--- src/rtl/motor_offset_scheduler.sv ---
// Motor mixer that time-shares one offset generator between pitch and roll,
// then adds both offset sets onto the base throttle for four saturated motor commands.
module motor_offset_scheduler #(
  parameter logic [7:0] MAX_CMD = 8'd255
) (
  input  logic       clk,
  input  logic       rst_n,
  input  logic       sample_valid,
  output logic       sample_ready,
  input  logic [7:0] pitch_rec_val,
  input  logic [7:0] roll_rec_val,
  input  logic [7:0] throttle,
  input  logic       arm,
  output logic       lut_sel,
  output logic [7:0] lut_val,
  input  logic [7:0] lut_off_1,
  input  logic [7:0] lut_off_2,
  input  logic [7:0] lut_off_3,
  input  logic [7:0] lut_off_4,
  output logic [7:0] motor_1_cmd,
  output logic [7:0] motor_2_cmd,
  output logic [7:0] motor_3_cmd,
  output logic [7:0] motor_4_cmd,
  output logic       cmd_valid,
  output logic       sat_flag,
  output logic       busy
);

  typedef enum logic [1:0] {
    S_IDLE  = 2'd0,
    S_PITCH = 2'd1,
    S_ROLL  = 2'd2,
    S_SUM   = 2'd3
  } state_e;

  state_e           state_q, state_d;
  logic [7:0]       pitch_q, pitch_d;
  logic [7:0]       roll_q, roll_d;
  logic [7:0]       thr_q, thr_d;
  logic [3:0][7:0]  poff_q, poff_d;
  logic [3:0][7:0]  roff_q, roff_d;
  logic [3:0][7:0]  motor_q, motor_d;
  logic             cmd_valid_q, cmd_valid_d;
  logic             sat_q, sat_d;
  logic [3:0][9:0]  sum_s;

  function automatic logic [7:0] clip_cmd(input logic [9:0] sum);
    if (sum > {2'b00, MAX_CMD}) begin
      return MAX_CMD;
    end else begin
      return sum[7:0];
    end
  endfunction

  // Sequencer, generator steering and command arithmetic
  always_comb begin
    state_d     = state_q;
    pitch_d     = pitch_q;
    roll_d      = roll_q;
    thr_d       = thr_q;
    poff_d      = poff_q;
    roff_d      = roff_q;
    motor_d     = motor_q;
    sat_d       = sat_q;
    cmd_valid_d = 1'b0;
    lut_sel     = 1'b0;
    lut_val     = 8'd0;
    for (int i = 0; i < 4; i++) begin
      sum_s[i] = {2'b00, thr_q} + {2'b00, poff_q[i]} + {2'b00, roff_q[i]};
    end
    case (state_q)
      S_IDLE: begin
        if (sample_valid) begin
          pitch_d = pitch_rec_val;
          roll_d  = roll_rec_val;
          thr_d   = throttle;
          state_d = S_PITCH;
        end else begin
          state_d = S_IDLE;
        end
      end
      S_PITCH: begin
        lut_val = pitch_q;
        poff_d  = {lut_off_4, lut_off_3, lut_off_2, lut_off_1};
        state_d = S_ROLL;
      end
      S_ROLL: begin
        lut_sel = 1'b1;
        lut_val = roll_q;
        roff_d  = {lut_off_4, lut_off_3, lut_off_2, lut_off_1};
        state_d = S_SUM;
      end
      S_SUM: begin
        cmd_valid_d = 1'b1;
        state_d     = S_IDLE;
        if (arm) begin
          sat_d = 1'b0;
          for (int i = 0; i < 4; i++) begin
            motor_d[i] = clip_cmd(sum_s[i]);
            if (sum_s[i] > {2'b00, MAX_CMD}) begin
              sat_d = 1'b1;
            end else begin
              sat_d = sat_d;
            end
          end
        end else begin
          motor_d = '0;
          sat_d   = 1'b0;
        end
      end
      default: begin
        state_d = S_IDLE;
      end
    endcase
  end

  // State and datapath registers
  always_ff @(posedge clk or negedge rst_n) begin
    if (!rst_n) begin
      state_q     <= S_IDLE;
      pitch_q     <= 8'd0;
      roll_q      <= 8'd0;
      thr_q       <= 8'd0;
      poff_q      <= '0;
      roff_q      <= '0;
      motor_q     <= '0;
      cmd_valid_q <= 1'b0;
      sat_q       <= 1'b0;
    end else begin
      state_q     <= state_d;
      pitch_q     <= pitch_d;
      roll_q      <= roll_d;
      thr_q       <= thr_d;
      poff_q      <= poff_d;
      roff_q      <= roff_d;
      motor_q     <= motor_d;
      cmd_valid_q <= cmd_valid_d;
      sat_q       <= sat_d;
    end
  end

  assign sample_ready = (state_q == S_IDLE);
  assign busy         = (state_q != S_IDLE);
  assign motor_1_cmd  = motor_q[0];
  assign motor_2_cmd  = motor_q[1];
  assign motor_3_cmd  = motor_q[2];
  assign motor_4_cmd  = motor_q[3];
  assign cmd_valid    = cmd_valid_q;
  assign sat_flag     = sat_q;

endmodule

--- config.mk ---
export PLATFORM = sky130hd
export DESIGN_NAME = motor_offset_scheduler
export DESIGN_NICKNAME = d
export VERILOG_FILES = /design/src/rtl/motor_offset_scheduler.sv
export SDC_FILE = /design/constraint.sdc
export NUM_CORES = 1
export LEC_CHECK = 0
export ABC_CLOCK_PERIOD_IN_PS = 9900
export BUFFER_PORTS_ARGS = -buffer_cell sky130_fd_sc_hd__buf_2
export CAP_MARGIN = 20
export CORE_MARGIN = 4
export CORE_UTILIZATION = 40
export CTS_CLUSTER_DIAMETER = 30
export DETAILED_ROUTE_END_ITERATION = 8
export PLACE_DENSITY = 0.69
export REMOVE_ABC_BUFFERS = 1
export SYNTH_ARGS = -nofsm -noshare
export SYNTH_HDL_FRONTEND = slang
export SYNTH_SLANG_ARGS = --single-unit
export TNS_END_PERCENT = 30
--- constraint.sdc ---
create_clock -name clk -period 9.9 [get_ports clk]
set_clock_uncertainty 0.2 [all_clocks]
set_input_delay 1.98 -clock clk [delete_from_list [all_inputs] [get_ports clk]]
set_output_delay 1.98 -clock clk [all_outputs]
set_load 0.05 [all_outputs]
## Word level (Yosys, flattened, before mapping)

Index checks and enable logic that the tools add are counted.

- Add/sub/neg operators: 8
- $lt $le $gt $ge: 4
- Equality and inequality tests: 3
- Muxes and demuxes: 15
- Reductions and logical operators: 3

Operator list:

| cell | number |
|---|---|
| 9-bit by 8-bit adder with 10-bit output | 4 |
| 10-bit by 8-bit greater-than comparator with 1-bit output (second input constant) | 4 |
| 8-bit by 8-bit adder with 9-bit output | 4 |
| 32-bit two-way mux | 1 |
| 8-bit two-way mux | 4 |
| 8-bit case mux with 2 select lines | 1 |
| 1-bit two-way mux | 8 |
| 2-bit case mux with 4 select lines | 1 |
| 2-bit == test (second input constant) | 2 |
| 2-bit by 1-bit == test with 1-bit output (second input constant) | 1 |
| 2-bit logical NOT | 1 |
| 2-bit AND reduction | 1 |
| 2-bit nonzero test | 1 |

- Bits in registers: 124
- Input port bits: 60
- Output and inout bits: 45
- Word-level logic and storage cells: 51

## Logic depth before layout (Yosys ltp)

- Depth in word-level cells: 8
- Gate-level depth with buffers: 13
- Gate-level depth less buffers: 12

## Least setup slack after synthesis

Ideal clock, no wire load.

- Kind: register to output
- Start point: register state_q[0]
- End point: output lut_val[7]
- Arrival: 2121 ps
- Required time: 7720 ps
- Slack: 5599 ps
- Cell stages (with the launch flop): 6
- Buffers on the path: 1
- Path through: dfrtp_1 > inv_1 > ha_1 > clkbuf_1 > a22oi_1 > nor2b_1

- Longest elaborated chain between the ends: 2
- Elaborated cells between the ends (all ways): 3
- Those cells by class: 2 x eq/ne; 1 x mux

Ends and longest elaborated chain:

| what | RTL line | RTL |
|---|---|---|
| from (decl) | 36 | `state_e state_q, state_d;` |
| from (signal assigned) | 130 | `state_q <= state_d;` |
| 2-bit == test / 2-bit by 1-bit == test with 1-bit output (equally long branches) | 71 | `case (state_q)` |
| 8-bit case mux with 2 select lines * | 71 |  |
| to (decl) | 15 | `output logic [7:0] lut_val,` |

Every way passes the cells marked *; elsewhere a longest branch is shown, timed or not.

## Final worst setup path

- Start point: register state_q[1]
- End point: output lut_val[6]

Same word-level chain as after synthesis.

==> flow_summary.toml <==
[cts]
cts_hold_buf = 0
cts_buffer_depth = 2
clk_pin_slew_ns = 0.05
clock_latency_ns = 0.41
ctsResizeCount = 0
cts.sinks = 124
root_buffer = "clkbuf_16"
ctsHtreeMaxLevel = 4
cts_setup_buffers = 0
tritoncts = "yes"
numCtsBuffers = 17

[routing]
ant_nets = 0
met1_length_um = 6730
highest-signal-layer = "met5"
wl_per_cell_um = 16.0
drt_first_pass_iters = 4
drc = 0
dr_wl_met2_um = 6990
wl_met3_um = 1000
totalWireLength_um = 14900
first_iter_violations = 216
vias = 4724
via_per_inst = 5.06

[timing]
period_share_pct = 46.9
slew_viol_final = 0
hold_viol = 0
fmax_mhz = 215
rsz0062_at_grt = "no"
layout_min_cycle_time_ns = 4.64
tightest_slew_ns = 1.10
slew_headroom_pct = 26.4
tns_ns = 0
finalSetupViolCount = 0

[synth]
ys.flop_type = "dfrtp_1"
synth-edff-count = 0
async_reset_ff_share_pct = 100
ys_seq_area_share_pct = 45.6
synth_warnings = 0
synthCells = 598
synth_seq_cells = 124
avgSynthCellArea_um2 = 11.4
synth_area_um2 = 6810
synth_cell_types = 39

[layout]
nets = 829
fin_cells = 933
fin_area_um2 = 8210
area_growth_pct = 20.6
layout-drive-gt1-share_pct = 30.6
diodes = 0

[placement]
place_area_um2 = 7530
portBuffers = 104
place_congestion = 0.787
placed_cells = 901
hpwl_um = 10500

[worst_setup_path]
crit_path_end_kind = "primary output"
crit_type = "flop to primary output"
critPathMaxFanout = 47
critical_path_required_ns = 7.72
critPathArrivalTime_ns = 2.46
cp-start-kind = "flop"

[die]
start_util_pct = 40.9
die-area_um2 = 19200
top_level_ports = 105
core_um2 = 16600
die_w_um = 138
rows = 47
die_h_um = 138

[grt]
grt_max_degree = 80
gr-usage-all-layers_pct = 16.3
overflow = 0
grt_pass1_vias = 4948
antenna_found_initial = 1
grt_pass1_wl_um = 25200

[status]
outcome = "complete, no violations"

[flow_run]
maxCapViolations = 0

[min_path]
min_path_type = "flop to flop"
[registers in the layout, summed over array words and instances (netlist names)]
register and flops:
motor_3_cmd 8, sat_flag 1, motor_1_cmd 8, motor_2_cmd 8
state_q 2, roll_q 8, cmd_valid 1, thr_q 8
motor_4_cmd 8, pitch_q 8, poff_q 32, roff_q 32
[layer usage]
layer,up-vias,track usage (%)
li1,2263,-
met5,-,0
met4,2,4.06
met1,2327,21.3
met2,115,26.1
met3,17,5.90
[through the flow]
step | hold slack (ns) | util [%] | setup slack [ns]
final | 0.301 | 49.3 | 5.26
after floorplan | 0.280 | - | 4.90
after CTS | 0.308 | 49.1 | 5.22
after global routing | 0.318 | 49.3 | 5.07
after detailed placement | 0.296 | 45.3 | 5.66
after global placement | 0.296 | 45.3 | 5.71
[worst max-delay path: stages, from the launching register on]
cell and delay, ns:
dfrtp_1 0.39, inv_1 0.08, ha_2 0.92, a22oi_1 0.22, nor2b_1 0.16, buf_2 0.27
[layout make-up]
type,count,area [µm²]
well taps,220,275
repair buffers,108,573
inverters,80,300
flip-flops and latches,124,3100
clock inverters,6,130
multi-input cells,370,3310
clock buffers,25,515
fillers,1543,8440
[cells in the mapped netlist (3+ instances only)]
library cell | count | share of area, %
a21o_1 | 5 | 0.55
ha_1 | 32 | 5.9
o21ai_0 | 23 | 1.7
xnor2_1 | 6 | 0.77
buf_1 | 3 | 0.17
nor2b_1 | 10 | 0.92
inv_1 | 80 | 4.4
a22oi_1 | 8 | 0.88
o22ai_1 | 22 | 2.0
clkbuf_1 | 20 | 1.1
fa_1 | 36 | 11
dfrtp_1 | 124 | 46
o21ai_1 | 16 | 1.2
o21a_1 | 5 | 0.55
a211oi_1 | 11 | 1.2
a21oi_1 | 23 | 1.7
nand2_1 | 26 | 1.4
nor2_1 | 27 | 1.5
o211ai_1 | 14 | 1.5
mux2_2 | 74 | 12
nand2b_1 | 9 | 0.83
[final timing paths]
kind	from	end	slack (ns)	cells after the start
worst max-delay path	state_q[1]	lut_val[6]	5.26	5
worst min-delay path	motor_2_cmd[4]	motor_2_cmd[4]	0.30	2
worst max register to register	thr_q[2]	sat_flag	6.34	8
worst min register to register	motor_2_cmd[4]	motor_2_cmd[4]	0.30	2
max in group asynchronous	rst_n	poff_q[20]	7.15	3
min in group asynchronous	rst_n	pitch_q[7]	1.36	1
[layout by cell type, fill, tap and decap left out, drive strengths merged, types with 2 or more instances in the layout]
master  instances
mux2           74
o31a            2
nand4b          2
o21bai          2
nor2b          10
o211ai         14
xor2            2
buf           108
o22ai          22
a21o            5
a22oi           8
nor2           27
nor3            2
nand2b          9
o21ai          39
ha             32
a21oi          23
clkbuf         25
inv            80
xnor2           6
nand2          26
o21a            5
o21ba           2
a211oi         11
a221oi          2
bufinv          4
fa             36
dfrtp         124
clkinv          2
[cell families (layout without fill, tap and decap cells)]
kind of cell,count (synthesis),count (layout),share of synthesized area (%)
AOI/OAI and AO/OA,141,141,13.4
xor gates and xnor gates,8,8,1.03
adders and majority gates,68,68,16.5
buffers and inverters,104,219,5.85
DFF,124,124,45.6
muxes,74,74,12.2
and+or+nand+nor,79,79,5.42
Power is not shown: default switching activity piles up to over one toggle a cycle in this logic, so the estimate is an artifact.
